$ cat src/rtl/speed_pkg.sv
// Shared definitions for the speed-round push counter: FSM encodings and
// the default counter width.
package speed_pkg;

  localparam int CNT_W_DEF = 8;

  localparam logic [1:0] ST_IDLE     = 2'b00;
  localparam logic [1:0] ST_COUNTING = 2'b01;
  localparam logic [1:0] ST_DONE     = 2'b10;

  typedef struct packed {
    logic right;
    logic tie;
  } speed_result_t;

endpackage

$ cat src/rtl/push_edge_detect.sv
// Brings one asynchronous debounced button into the clock domain and emits a
// single-cycle pulse for each press.
module push_edge_detect (
  input  logic clk_i,
  input  logic rst_ni,
  input  logic pin_i,
  output logic push_o
);

  logic sync1_q, sync2_q, hist_q;

  always_ff @(posedge clk_i or negedge rst_ni) begin
    if (!rst_ni) begin
      sync1_q <= 1'b0;
      sync2_q <= 1'b0;
      hist_q  <= 1'b0;
    end else begin
      sync1_q <= pin_i;
      sync2_q <= sync1_q;
      hist_q  <= sync2_q;
    end
  end

  assign push_o = sync2_q & ~hist_q;

endmodule

$ cat src/rtl/speed_push_counter.sv
// Speed-round push counter: counts left/right button presses inside the
// counting window and latches the winner when the round controller closes it.
module speed_push_counter
  import speed_pkg::*;
#(
  parameter int CNT_W      = CNT_W_DEF,
  parameter int TIE_MARGIN = 0
) (
  input  logic             clk,
  input  logic             rst,
  input  logic             speed_round,
  input  logic             winspeed,
  input  logic             pb_left,
  input  logic             pb_right,
  output logic             speed_right,
  output logic             speed_tie,
  output logic             result_valid,
  output logic             counting,
  output logic [CNT_W-1:0] left_count,
  output logic [CNT_W-1:0] right_count
);

  localparam logic [CNT_W:0] MARGIN = (CNT_W+1)'(TIE_MARGIN);

  logic [1:0]       state_q, state_d;
  logic [CNT_W-1:0] left_q, left_d;
  logic [CNT_W-1:0] right_q, right_d;
  speed_result_t    res_q, res_d;
  logic             valid_q, valid_d;

  logic push_l, push_r;

  logic [CNT_W:0] l_ext, r_ext, diff;
  speed_result_t  res_now;

  function automatic logic [CNT_W-1:0] sat_inc(input logic [CNT_W-1:0] v);
    return (&v) ? v : v + CNT_W'(1);
  endfunction

  push_edge_detect u_edge_left (
    .clk_i  (clk),
    .rst_ni (rst),
    .pin_i  (pb_left),
    .push_o (push_l)
  );

  push_edge_detect u_edge_right (
    .clk_i  (clk),
    .rst_ni (rst),
    .pin_i  (pb_right),
    .push_o (push_r)
  );

  // Compare is done one bit wider so the margin add cannot wrap for sane margins
  always_comb begin
    l_ext         = {1'b0, left_q};
    r_ext         = {1'b0, right_q};
    diff          = (r_ext >= l_ext) ? (r_ext - l_ext) : (l_ext - r_ext);
    res_now.right = (r_ext > (l_ext + MARGIN));
    res_now.tie   = (diff <= MARGIN);
  end

  always_comb begin
    state_d = state_q;
    left_d  = left_q;
    right_d = right_q;
    res_d   = res_q;
    valid_d = valid_q;
    case (state_q)
      ST_IDLE: begin
        if (speed_round) begin
          state_d = ST_COUNTING;
          left_d  = '0;
          right_d = '0;
          res_d   = '0;
          valid_d = 1'b0;
        end
      end
      ST_COUNTING: begin
        // A press landing on the closing cycle is dropped; the compare sees pre-edge counts
        if (winspeed) begin
          state_d = ST_DONE;
          res_d   = res_now;
          valid_d = 1'b1;
        end else begin
          if (push_l) left_d  = sat_inc(left_q);
          if (push_r) right_d = sat_inc(right_q);
        end
      end
      ST_DONE: begin
        if (speed_round) begin
          state_d = ST_COUNTING;
          left_d  = '0;
          right_d = '0;
          res_d   = '0;
          valid_d = 1'b0;
        end
      end
      default: begin
        state_d = ST_IDLE;
        left_d  = '0;
        right_d = '0;
        res_d   = '0;
        valid_d = 1'b0;
      end
    endcase
  end

  always_ff @(posedge clk or negedge rst) begin
    if (!rst) begin
      state_q <= ST_IDLE;
      left_q  <= '0;
      right_q <= '0;
      res_q   <= '0;
      valid_q <= 1'b0;
    end else begin
      state_q <= state_d;
      left_q  <= left_d;
      right_q <= right_d;
      res_q   <= res_d;
      valid_q <= valid_d;
    end
  end

  assign speed_right  = res_q.right;
  assign speed_tie    = res_q.tie;
  assign result_valid = valid_q;
  assign counting     = (state_q == ST_COUNTING);
  assign left_count   = left_q;
  assign right_count  = right_q;

endmodule

$ cat config.mk
export PLATFORM = sky130hd
export DESIGN_NAME = speed_push_counter
export DESIGN_NICKNAME = d
export VERILOG_FILES = /design/src/rtl/speed_pkg.sv /design/src/rtl/push_edge_detect.sv /design/src/rtl/speed_push_counter.sv
export SDC_FILE = /design/constraint.sdc
export NUM_CORES = 1
export LEC_CHECK = 0
export CAP_MARGIN = 40
export CORE_MARGIN = 5
export CORE_UTILIZATION = 55
export CTS_CLUSTER_DIAMETER = 80
export CTS_CLUSTER_SIZE = 25
export DETAILED_ROUTE_END_ITERATION = 6
export PLACE_DENSITY_LB_ADDON = 0.25
export SYNTH_ARGS = -nofsm -noshare
export SYNTH_HDL_FRONTEND = slang
export SYNTH_SLANG_ARGS = --single-unit
export TNS_END_PERCENT = 30
$ cat constraint.sdc
create_clock -name clk -period 6 [get_ports clk]
set_input_delay 1.2 -clock clk [delete_from_list [all_inputs] [get_ports clk]]
set_output_delay 1.2 -clock clk [all_outputs]
set_load 0.05 [all_outputs]
# Word level (Yosys, flattened, before mapping)
# Index checks and enable logic that the tools add are counted.
# op_classes
magnitude_cmp	3
n_addsub	4
muxes	19
n_reduce_logical	7
n_bitwise	4
eq_ne	9
# ops
operator	count
$mux W8	7
$pmux W8 S2	2
$sub A8 B8 Y9	2
$add A8 B1 Y8 const B	2
$reduce_and A8 Y1	2
$le A9 B1 Y1 const B	1
$mux W9	1
$ge A8 B8 Y1	1
$gt A8 B8 Y1	1
$mux W2	4
$ne A2 B2 Y1 const B	4
$pmux W2 S2	2
$reduce_and A4 Y1	2
$ne A2 B1 Y1 const B	3
$and A1 B1 Y1	2
$eq A2 B1 Y1 const B	1
$eq A2 B2 Y1 const B	1
$logic_not A2 Y1	1
$mux W1	2
$not A1 Y1	2
$pmux W1 S2	1
$reduce_and A2 Y1	1
$reduce_or A2 Y1	1
# totals
inputBits	6
ff_bits	27
wordCells	58
output_inout_bits	20

# Longest topological paths before layout
# Gate-level depths: netlist (run 1).
# depth
word_depth	5
ltp_mapped	9
depth_no_buf	8

# Cells and area by module
# From an unflattened synthesis (run 1), not the netlist that was laid out.
# hier_totals
cells_unflattened	203
area_unflattened_um2	1825.5
# by_module_without_submodules
mod	cells_each	area_each_um2	seq_area_each_um2	n_inst
speed_push_counter	195	1647.8	500.5	1
push_edge_detect	4	88.8	75.1	2

# Least setup slack after synthesis (run 1)
# OpenSTA, ideal clock, no wires.
# synth_timing
path_type	register to register
from	register left_q[2] (netlist: left_count[2])
to	register res_q (netlist bit speed_tie)
setup_time_ns	0.086
path_stages_with_launch	10
path_slack_ns	3.351
arrival_time_ns	2.564
path_buffers	1
t_required_ns	5.914
period_less_slack_ns	2.649
path_cell_list	dfrtp_1 inv_1 ha_1 clkbuf_1 o21ai_1 a21oi_1 or4b_1 a2111oi_4 o2111ai_1 o221ai_2
# synth_via
elab_chain_cells	5
elab_cells_between_ends	7
cone_classes	2 x add/sub; 2 x order compare; 3 x mux
# synth_lines
element	line	text
start, declared	speed_push_counter.sv:26	logic [CNT_W-1:0] left_q, left_d;
start signal, assigned	speed_push_counter.sv:118	left_q <= left_d;
$sub A8 B8 Y9 / $ge A8 B8 Y1 (equally long branches)	speed_push_counter.sv:58	diff = (r_ext >= l_ext) ? (r_ext - l_ext) : (l_ext - r_ext);
$mux W9 *	speed_push_counter.sv:58	
$le A9 B1 Y1 *	speed_push_counter.sv:60	res_now.tie = (diff <= MARGIN);
$mux W2 *	speed_push_counter.sv:81	if (winspeed) begin
$pmux W2 S2 *	speed_push_counter.sv:69	case (state_q)
end signal, assigned	speed_push_counter.sv:120	res_q <= res_d;
end, declared	speed_push_counter.sv:28	speed_result_t res_q, res_d;
# Mark *: on every way between the ends. The rest lies on a longest branch, timed or not. The select of a mux whose other input is x is not followed.
# A chain may end at the register's enable or synchronous reset.

# Worst setup path after layout (run 1)
# layout_timing
from	register state_q[0]
to	output counting
# layout_via
elab_chain_cells	1
# layout_lines
element	line	text
start, declared	speed_push_counter.sv:25	logic [1:0] state_q, state_d;
start signal, assigned	speed_push_counter.sv:117	state_q <= state_d;
$eq A2 B1 Y1	speed_push_counter.sv:128	assign counting = (state_q == ST_COUNTING);
end, declared	speed_push_counter.sv:18	output logic counting,
# Every way passes these cells.

==> results.sh, run 1 <==
export IMPL_outcome="finished clean"
export IMPL_core_um2=3337
export IMPL_min_path_type="flop to flop"
export IMPL_final_nets=264
export IMPL_overflow=0
export IMPL_wl_per_cell_um=15.28
export IMPL_crit_chain="nand2b_1 > clkinv_8 > clkdlybuf4s50_1"
export IMPL_diodes=0
export IMPL_cts_setup_buffers=0
export IMPL_io_buffers=25
export IMPL_ioPinCount=26
export IMPL_clock_fmax_ghz=0.3018
export IMPL_synthCells=215
export IMPL_dr_pass1_iters=4
export IMPL_clk_pin_slew_worst_paths_ns=0.15
export IMPL_drt_vias_per_instance=5.828
export IMPL_area_growth_pct=17.87
export IMPL_cts_repair_resized=0
export IMPL_synth_seq_cells=26
export IMPL_timing_final_hold_violations=0
export IMPL_grt_pass1_wl_um=7320
export IMPL_worst_slack_ns=2.686
export IMPL_critical_path_depth=3
export IMPL_grt_antenna_before_repair=0
export IMPL_yosysSeqAreaShare=0.3455
export IMPL_drt_iter0_markers=130
export IMPL_antenna_left=0
export IMPL_slew_headroom=0.6410
export IMPL_synthFlopType="dfrtp_1"
export IMPL_critPathTopFamily="buffers and inverters"
export IMPL_ys_types=47
export IMPL_die_area_um2=4694
export IMPL_grt_pass1_vias=1572
export IMPL_root_buffer="clkbuf_4"
export IMPL_ir_drop_mv=0.1721
export IMPL_dp_slack_ns=2.923
export IMPL_async_reset_ff_frac=1.000
export IMPL_min_delay_start="u_edge_right.sync1_q"
export IMPL_layout_drive_gt1_share=0.05439
export IMPL_wl_um=4354
export IMPL_hold_path_end="u_edge_right.sync2_q"
export IMPL_timing_rr_end="speed_tie"
export IMPL_critPathMaxFanout=9
export IMPL_grt_use_total=0.2059
export IMPL_core_rowCount=21
export IMPL_worst_r2r_cell_count=8
export IMPL_cp_end_kind="primary output"
export IMPL_finalCritPeriodShare=0.5523
export IMPL_worst_pin_slew_ns=0.5316
export IMPL_cp_data_arrival_time_ns=2.11
export IMPL_cap_violations=0
export IMPL_ys_top_cells_by_area="dfrtp_1 (35%), ha_1 (12%), xnor2_1 (5.1%), o21ai_0 (4.5%), nor2_1 (4.2%)"
export IMPL_cts_max_level=1
export IMPL_grt_start_max_net_pins=27
export IMPL_numCtsBuffers=3
export IMPL_worstSetupPathType="flop to primary output"
export IMPL_period_needed_ns=3.314
export IMPL_rrSetupSlack_ns=3.45
export IMPL_drv_slew=0
export IMPL_drc=0
export IMPL_n_fill_cell=291
export IMPL_cts_hold_buf=0
export IMPL_syn_cell_area_um2=1883
export IMPL_vias=1661
export IMPL_synth_top_cell_by_area="dfrtp_1"
export IMPL_synth_top_area_share=0.3455
export IMPL_pwr_density_cell_nw_per_um2=290.3
export IMPL_syn_nets=239
export IMPL_crit_buf_inv=2
export IMPL_synth_common_cells="dfrtp_1 (26), nor2_1 (21), inv_1 (19)"
export IMPL_initial_core_util=0.5643
export IMPL_hold_path_depth=0
export IMPL_regToRegStartpoint="left_count[5]"
export IMPL_clkLatencyLatePin_ns=0.33
export IMPL_fp_dieW_um=68.51
export IMPL_synth_most_common_cell="dfrtp_1"
export IMPL_clock_skew_ns=0.004557
export IMPL_synth_edf_count=0
export IMPL_rsz0062_at_grt="no"
export IMPL_synth_warnings=0
export IMPL_p_leak_nw=0.8819
export IMPL_syn_area_per_cell_um2=8.758
export IMPL_place_congestion=0.8934
export IMPL_p_total_uw=644.4
export IMPL_cts_sinks=26
export IMPL_dp_hpwl_um=3303
export IMPL_cts_buffer_depth=2
export IMPL_fin_tns_setup_ns=0
export IMPL_setup_viol=0
export IMPL_cp_slowest_cell="clkdlybuf4s50_1"
export IMPL_required_ns=4.80
export IMPL_cts_tree="done"
export IMPL_die_y_um=68.51
export IMPL_slowest_delay_ns=0.81
export IMPL_start_kind="flop"
[worst reg2reg max path, delay by kind of cell, from the launching register on]
kind            cells  cell delay (ns)
compound gates      4             0.77
fa+ha+maj           1             0.53
buf+inv             1             0.07
flops               1             0.52
simple gates        2             0.59
[cell type report]
class                           instances  area, um^2  share of cell area
Multi-Input combinational cell        163        1114              0.5017
Sequential cell                        26       650.6              0.2931
Timing Repair Buffer                   26       257.7              0.1161
Inverter                               20       87.58             0.03946
Tap cell                               46       57.56             0.02593
Clock inverter                          1       30.03             0.01353
Clock buffer                            3       22.52             0.01015
[metal layers]
layer	part of all wire	up-vias	GRT usage
met1	0.45	799	0.2749
met4	0.014	0	0.06203
li1	-	800	-
met2	0.48	56	0.3421
met5	0	-	0
met3	0.054	6	0.03241
[worst max path at each step]
stage,from,end
after CTS,state_q[0],counting
after global routing,state_q[0],counting
after floorplan,left_count[2],speed_tie
final,state_q[0],counting
after global placement,winspeed,speed_tie
after detailed placement,winspeed,speed_tie
[kinds of logic (layout without fill, tap and decap cells)]
group / count (synthesis) / after routing / synth area share
buf+inv: 26 / 50 / 0.06312
simple gates: 74 / 74 / 0.1960
fa+ha+maj: 18 / 18 / 0.1196
compound gates: 56 / 56 / 0.2060
xor+xnor: 15 / 15 / 0.06976
flops: 26 / 26 / 0.3455
[where the power goes]
part | switching (mW) | total, mW | internal (mW)
clock | 0.0544 | 0.122 | 0.0676
sequential | 0.0219 | 0.216 | 0.194
combinational | 0.196 | 0.307 | 0.110
[flip-flops by register name (all words and copies together) (netlist names)]
name	count
left_count	8
right_count	8
speed_right	1
speed_tie	1
state_q	2
u_edge_left.hist_q	1
u_edge_left.sync1_q	1
u_edge_left.sync2_q	1
u_edge_right.hist_q	1
u_edge_right.sync1_q	1
u_edge_right.sync2_q	1
[stage by stage]
| stage | std cells | hold slack [ns] | cell area [um^2] | utilization |
|---|---|---|---|---|
| floorplan | 215 | 0.3312 | 1883 | - |
| global placement | 281 | 0.3357 | 2167 | 0.6494 |
| detailed placement | 281 | 0.3355 | 2167 | 0.6494 |
| CTS | 285 | 0.3717 | 2220 | 0.6652 |
| global route | 285 | 0.3908 | 2220 | 0.6652 |
| finish | 285 | 0.3685 | 2220 | 0.6652 |
[layout by cell type (no fill, tap or decap), drive strengths merged, types with 2 or more instances in the layout]
master,instances
xor2,4
xnor2,11
nand3,7
a21oi,10
a21o,2
clkbuf,3
a2111oi,2
nor2,21
ha,18
o211ai,2
o21ai,18
nor3b,2
dfrtp,26
nor4,4
o22ai,3
or2,2
or3,2
o41ai,2
clkdlybuf4s50,25
nand2,18
nand4,2
o21a,3
nor3,5
o21bai,2
inv,19
nand2b,7
(Power assumes the default switching activity.)
==> inputs of run 2 (changes only) <==
--- a/config.mk
+++ b/config.mk
@@ -7,7 +7,7 @@
 export LEC_CHECK = 0
 export CAP_MARGIN = 40
 export CORE_MARGIN = 5
-export CORE_UTILIZATION = 55
+export CORE_UTILIZATION = 49
 export CTS_CLUSTER_DIAMETER = 80
 export CTS_CLUSTER_SIZE = 25
 export DETAILED_ROUTE_END_ITERATION = 6
==> constraint.sdc (replaced) <==
create_clock -name clk -period 2.91 [get_ports clk]
set_input_delay 0.582 -clock clk [delete_from_list [all_inputs] [get_ports clk]]
set_output_delay 0.582 -clock clk [all_outputs]
set_load 0.05 [all_outputs]
==> run 2 against run 1 <==
First-iteration DRC count decreased by 33%. Register-to-register slack worse by 3.0 ns. Sequential power is 100% higher. Total power increased by 110%. Clock skew grew 0.0016 ns. Final cell count up 1.1%. Wire length shrank 2.0%. Flip-flop and latch count is the same.
==> results.sh, run 2 (same netlist as run 1, synthesis figures left out) <==
export IMPL_outcome="finished clean"
export IMPL_finalCritPeriodShare=0.8534
export IMPL_cts_setup_buffers=0
export IMPL_overflow=0
export IMPL_die_area_um2=5183
export IMPL_drv_slew=0
export IMPL_layout_drive_gt1_share=0.05833
export IMPL_cts_max_level=1
export IMPL_timing_final_hold_violations=0
export IMPL_numCtsBuffers=3
export IMPL_final_nets=265
export IMPL_antenna_left=0
export IMPL_pwr_density_cell_nw_per_um2=613.0
export IMPL_core_rowCount=22
export IMPL_slowest_delay_ns=0.54
export IMPL_cts_sinks=26
export IMPL_wl_per_cell_um=14.81
export IMPL_die_y_um=71.99
export IMPL_core_um2=3689
export IMPL_p_leak_nw=0.8943
export IMPL_grt_use_total=0.1789
export IMPL_drt_iter0_markers=87
export IMPL_grt_pass1_vias=1618
export IMPL_clkLatencyLatePin_ns=0.27
export IMPL_cts_hold_buf=0
export IMPL_root_buffer="clkbuf_8"
export IMPL_period_needed_ns=2.483
export IMPL_drt_vias_per_instance=5.642
export IMPL_dp_slack_ns=0.4334
export IMPL_dp_hpwl_um=3289
export IMPL_top_layer="met4"
export IMPL_initial_core_util=0.5105
export IMPL_start_kind="flop"
export IMPL_ir_drop_mv=0.3343
export IMPL_clock_fmax_ghz=0.4027
export IMPL_drc=0
export IMPL_cp_data_arrival_time_ns=2.68
export IMPL_layout_commonest_cell="dfrtp_1"
export IMPL_min_delay_start="u_edge_left.sync1_q"
export IMPL_area_growth_pct=19.40
export IMPL_place_congestion=0.9224
export IMPL_fp_dieW_um=71.99
export IMPL_cp_slowest_cell="or4b_1"
export IMPL_cts_buffer_depth=2
export IMPL_dr_pass1_iters=4
export IMPL_dp_cells=284
export IMPL_required_ns=3.10
export IMPL_cp_end_kind="flop"
export IMPL_clk_pin_slew_worst_paths_ns=0.09
export IMPL_regToRegStartpoint="left_count[2]"
export IMPL_rsz0062_at_grt="no"
export IMPL_cap_violations=0
export IMPL_wl_met3_um=93
export IMPL_grt_pass1_wl_um=7569
export IMPL_crit_chain="inv_1 > ha_1 > o21ai_1 > a21oi_1 > or4b_1 > a2111oi_4 > o2111ai_1 > o221ai_2"
export IMPL_wl_met1_um=2053
export IMPL_wl_um=4266
export IMPL_worstSetupPathType="flop to flop"
export IMPL_clock_skew_ns=0.006148
export IMPL_setup_viol=0
export IMPL_crit_start="left_count[2]"
export IMPL_routed_wl_met2_um=2090
export IMPL_slew_headroom=0.6378
export IMPL_vias=1625
export IMPL_instances_no_fill=288
export IMPL_diodes=0
export IMPL_grt_antenna_before_repair=0
export IMPL_io_buffers=25
export IMPL_cts_tree="done"
export IMPL_fin_tns_setup_ns=0
export IMPL_min_path_type="flop to flop"
export IMPL_worst_slack_ns=0.4265
export IMPL_layout_common_cells="dfrtp_1 (26), clkdlybuf4s50_1 (25), nor2_1 (21), inv_1 (19), ha_1 (18)"
export IMPL_ioPinCount=26
export IMPL_worst_pin_slew_ns=0.5363
export IMPL_grt_start_max_net_pins=27
export IMPL_critPathMaxFanout=7
export IMPL_cts_repair_resized=0
-- run 2: cell count changes in the layout (fill, tap and decap cells not counted) --
| cell | change |
|---|---|
| clkbuf_4 | -3 |
| clkbuf_8 | +3 |
| buf_4 | +1 |
-- run 2: final cells by class --
class | count | area (um^2)
fillers | 335 | 1440
multi-input cells | 163 | 1114
flip-flops and latches | 26 | 650.6
repair buffers | 27 | 265.3
inverters | 20 | 87.58
well taps | 48 | 60.06
clock buffers | 3 | 41.29
clock inverters | 1 | 30.03
-- run 2: path summary, 6_finish.rpt --
path	to	cells after the start	slack (ns)
setup / recovery	speed_tie	8	0.43
hold / removal	u_edge_left.sync2_q	0	0.36
setup reg to reg	speed_tie	8	0.43
hold reg to reg	u_edge_left.sync2_q	0	0.36
max in group asynchronous	left_count[7]	2	1.97
min in group asynchronous	left_count[4]	2	0.69
-- run 2: power breakdown --
group | internal [mW] | total (mW) | switching (mW) | leakage (nW)
sequential | 0.399 | 0.440 | 0.0404 | 0.344
clock | 0.184 | 0.294 | 0.110 | 0.0357
combinational | 0.231 | 0.644 | 0.413 | 0.514
-- run 2: stage by stage --
step	hold slack (ns)	area, um^2	utilization	power [mW]
2_1_floorplan	0.2864	1883	-	0.9178
3_3_place_gp	0.3329	2177	0.5902	1.078
3_5_place_dp	0.3379	2177	0.5902	1.091
4_1_cts	0.3645	2248	0.6096	1.393
5_1_grt	0.3862	2248	0.6096	1.477
6_report	0.3608	2248	0.6096	1.378
-- run 2: layer usage --
layer,vias up,track usage
li1,806,-
met1,792,0.2489
met2,23,0.3020
met3,4,0.02216
met4,0,0.03132
met5,-,0
-- run 2: worst max-delay path: cells and delay by family (launching register included) --
kind / cells / cell delay (ns)
AO/OA/AOI/OAI: 5 / 0.94
adder cells (fa/ha/maj): 1 / 0.40
buffers and inverters: 1 / 0.09
flip-flops: 1 / 0.44
AND/OR/NAND/NOR: 1 / 0.54
==> inputs of run 3 (changes only) <==
--- a/config.mk
+++ b/config.mk
@@ -11,7 +11,7 @@
 export CTS_CLUSTER_DIAMETER = 80
 export CTS_CLUSTER_SIZE = 25
 export DETAILED_ROUTE_END_ITERATION = 6
-export PLACE_DENSITY_LB_ADDON = 0.25
+export PLACE_DENSITY = 0.75
 export SYNTH_ARGS = -nofsm -noshare
 export SYNTH_HDL_FRONTEND = slang
 export SYNTH_SLANG_ARGS = --single-unit
==> run 3 against run 2 <==
Clock skew decreased by 0.0018 ns. Utilization did not move. Worst hold slack lost 0.0017 ns. Total power is 0.13% higher. Count of clock-buffer cells in the layout did not move. Critical path type unchanged.
==> results.sh, run 3 (same netlist as run 1, synthesis figures left out) <==
export IMPL_min_path_type="flop to flop"
export IMPL_drv_slew=0
export IMPL_p_seq_frac=0.319
export IMPL_critPathMaxFanout=13
export IMPL_fp_dieW_um=71.99
export IMPL_final_nets=265
export IMPL_rsz0062_at_grt="no"
export IMPL_grt_pass1_vias=1571
export IMPL_worstSetupPathType="flop to flop"
export IMPL_die_area_um2=5183
export IMPL_cts_buffer_depth=2
export IMPL_clk_pin_slew_worst_paths_ns=0.09
export IMPL_drt_vias_per_instance=5.535
export IMPL_regArea_um2=650.6
export IMPL_internal_power_uw=814.9
export IMPL_dr_pass1_iters=4
export IMPL_dp_cells=284
export IMPL_core_um2=3689
export IMPL_cap_violations=0
export IMPL_n_fill_cell=347
export IMPL_place_congestion=0.9409
export IMPL_grt_use_total=0.1806
export IMPL_io_buffers=25
export IMPL_p_sw_frac=0.4095
export IMPL_cts_repair_resized=0
export IMPL_numCtsBuffers=3
export IMPL_multi_input_area_um2=1114
export IMPL_wl_per_cell_um=14.73
export IMPL_layout_drive_gt1_share=0.05833
export IMPL_cts_sinks=26
export IMPL_clkLatencyLatePin_ns=0.28
export IMPL_instances_no_fill=288
export IMPL_period_needed_ns=2.530
export IMPL_vias=1594
export IMPL_grt_start_max_net_pins=27
export IMPL_cts_tree="done"
export IMPL_wl_um=4243
export IMPL_start_kind="flop"
export IMPL_crit_start="left_count[5]"
export IMPL_overflow=0
export IMPL_dp_hpwl_um=3284
export IMPL_root_buffer="clkbuf_8"
export IMPL_clockPowerShare=0.217
export IMPL_ir_drop_mv=0.3723
export IMPL_clock_fmax_ghz=0.3953
export IMPL_pwr_density_cell_nw_per_um2=613.8
export IMPL_p_leak_nw=0.8943
export IMPL_required_ns=3.11
export IMPL_core_rowCount=22
export IMPL_comb_power_share=0.463
export IMPL_outcome="finished clean"
export IMPL_clock_skew_ns=0.004360
export IMPL_antenna_left=0
export IMPL_drc=0
export IMPL_fin_tns_setup_ns=0
export IMPL_worst_pin_slew_ns=0.5283
export IMPL_grt_antenna_before_repair=0
export IMPL_layout_common_cells="dfrtp_1 (26), clkdlybuf4s50_1 (25), nor2_1 (21), inv_1 (19), ha_1 (18)"
export IMPL_initial_core_util=0.5105
export IMPL_finalCritPeriodShare=0.8693
export IMPL_cp_data_arrival_time_ns=2.73
export IMPL_area_growth_pct=19.40
export IMPL_setup_viol=0
export IMPL_p_switching_uw=565.2
export IMPL_regToRegStartpoint="left_count[5]"
export IMPL_layout_commonest_cell="dfrtp_1"
export IMPL_cts_hold_buf=0
export IMPL_min_delay_start="u_edge_right.sync1_q"
export IMPL_die_y_um=71.99
export IMPL_drt_iter0_markers=95
export IMPL_slew_headroom=0.6432
export IMPL_diodes=0
export IMPL_grt_pass1_wl_um=7438
export IMPL_cp_end_kind="flop"
export IMPL_cts_max_level=1
export IMPL_ioPinCount=26
export IMPL_timing_final_hold_violations=0
export IMPL_cts_setup_buffers=0
==> run 3: metal layers <==
layer | vias to the layer above | GRT usage | routed length (um) | part of all wire
li1 | 803 | - | - | -
met1 | 748 | 0.2422 | 1978 | 0.47
met2 | 32 | 0.2949 | 2038 | 0.48
met3 | 11 | 0.02909 | 126 | 0.030
met4 | 0 | 0.06472 | 99 | 0.023
met5 | - | 0 | 0 | 0
==> run 3: area by class of cell <==
| cell class | count | area share |
|---|---|---|
| clock buffer | 3 | 0.01836 |
| clock inverter | 1 | 0.01336 |
| inverter | 20 | 0.03895 |
| multi-input combinational | 163 | 0.4953 |
| sequential | 26 | 0.2894 |
| tap | 48 | 0.02671 |
| timing repair buffer | 27 | 0.1180 |
==> run 3: per-stage QoR <==
| step | util | setup WS, ns | instance area [um^2] | hold WS (ns) | power [mW] |
|---|---|---|---|---|---|
| finish | 0.6096 | 0.3804 | 2248 | 0.3591 | 1.380 |
| floorplan | - | 0.2606 | 1883 | 0.2864 | 0.9178 |
| CTS | 0.6096 | 0.4158 | 2248 | 0.3625 | 1.390 |
| global route | 0.6096 | 0.1782 | 2248 | 0.3707 | 1.472 |
| global placement | 0.5902 | 0.4360 | 2177 | 0.3324 | 1.085 |
| detailed placement | 0.5902 | 0.4309 | 2177 | 0.3394 | 1.092 |
==> run 3: worst max-delay path, cell delays in order, from the launching register on <==
cell	delay, ns
dfrtp_1	0.49
inv_1	0.08
ha_1	0.53
nand2_1	0.10
o21ai_0	0.08
or4b_1	0.51
a2111oi_4	0.31
o2111ai_1	0.17
o221ai_2	0.19
==> run 3: power by group through the flow <==
stage	Clock (mW)	Sequential (mW)	Combinational [mW]
detailed placement	0	0.448	0.644
floorplan	0	0.551	0.366
finish	0.300	0.440	0.640
global placement	0	0.447	0.638
CTS	0.302	0.441	0.647
global route	0.316	0.449	0.707
==> run 3: final timing paths <==
| kind | to | slack, ns | cells past startpoint |
|---|---|---|---|
| min | u_edge_right.sync2_q | 0.36 | 0 |
| max | speed_tie | 0.38 | 8 |
| min reg2reg | u_edge_right.sync2_q | 0.36 | 0 |
| max in group asynchronous | left_count[6] | 2.01 | 2 |
| max reg2reg | speed_tie | 0.38 | 8 |
| min in group asynchronous | right_count[0] | 0.66 | 2 |
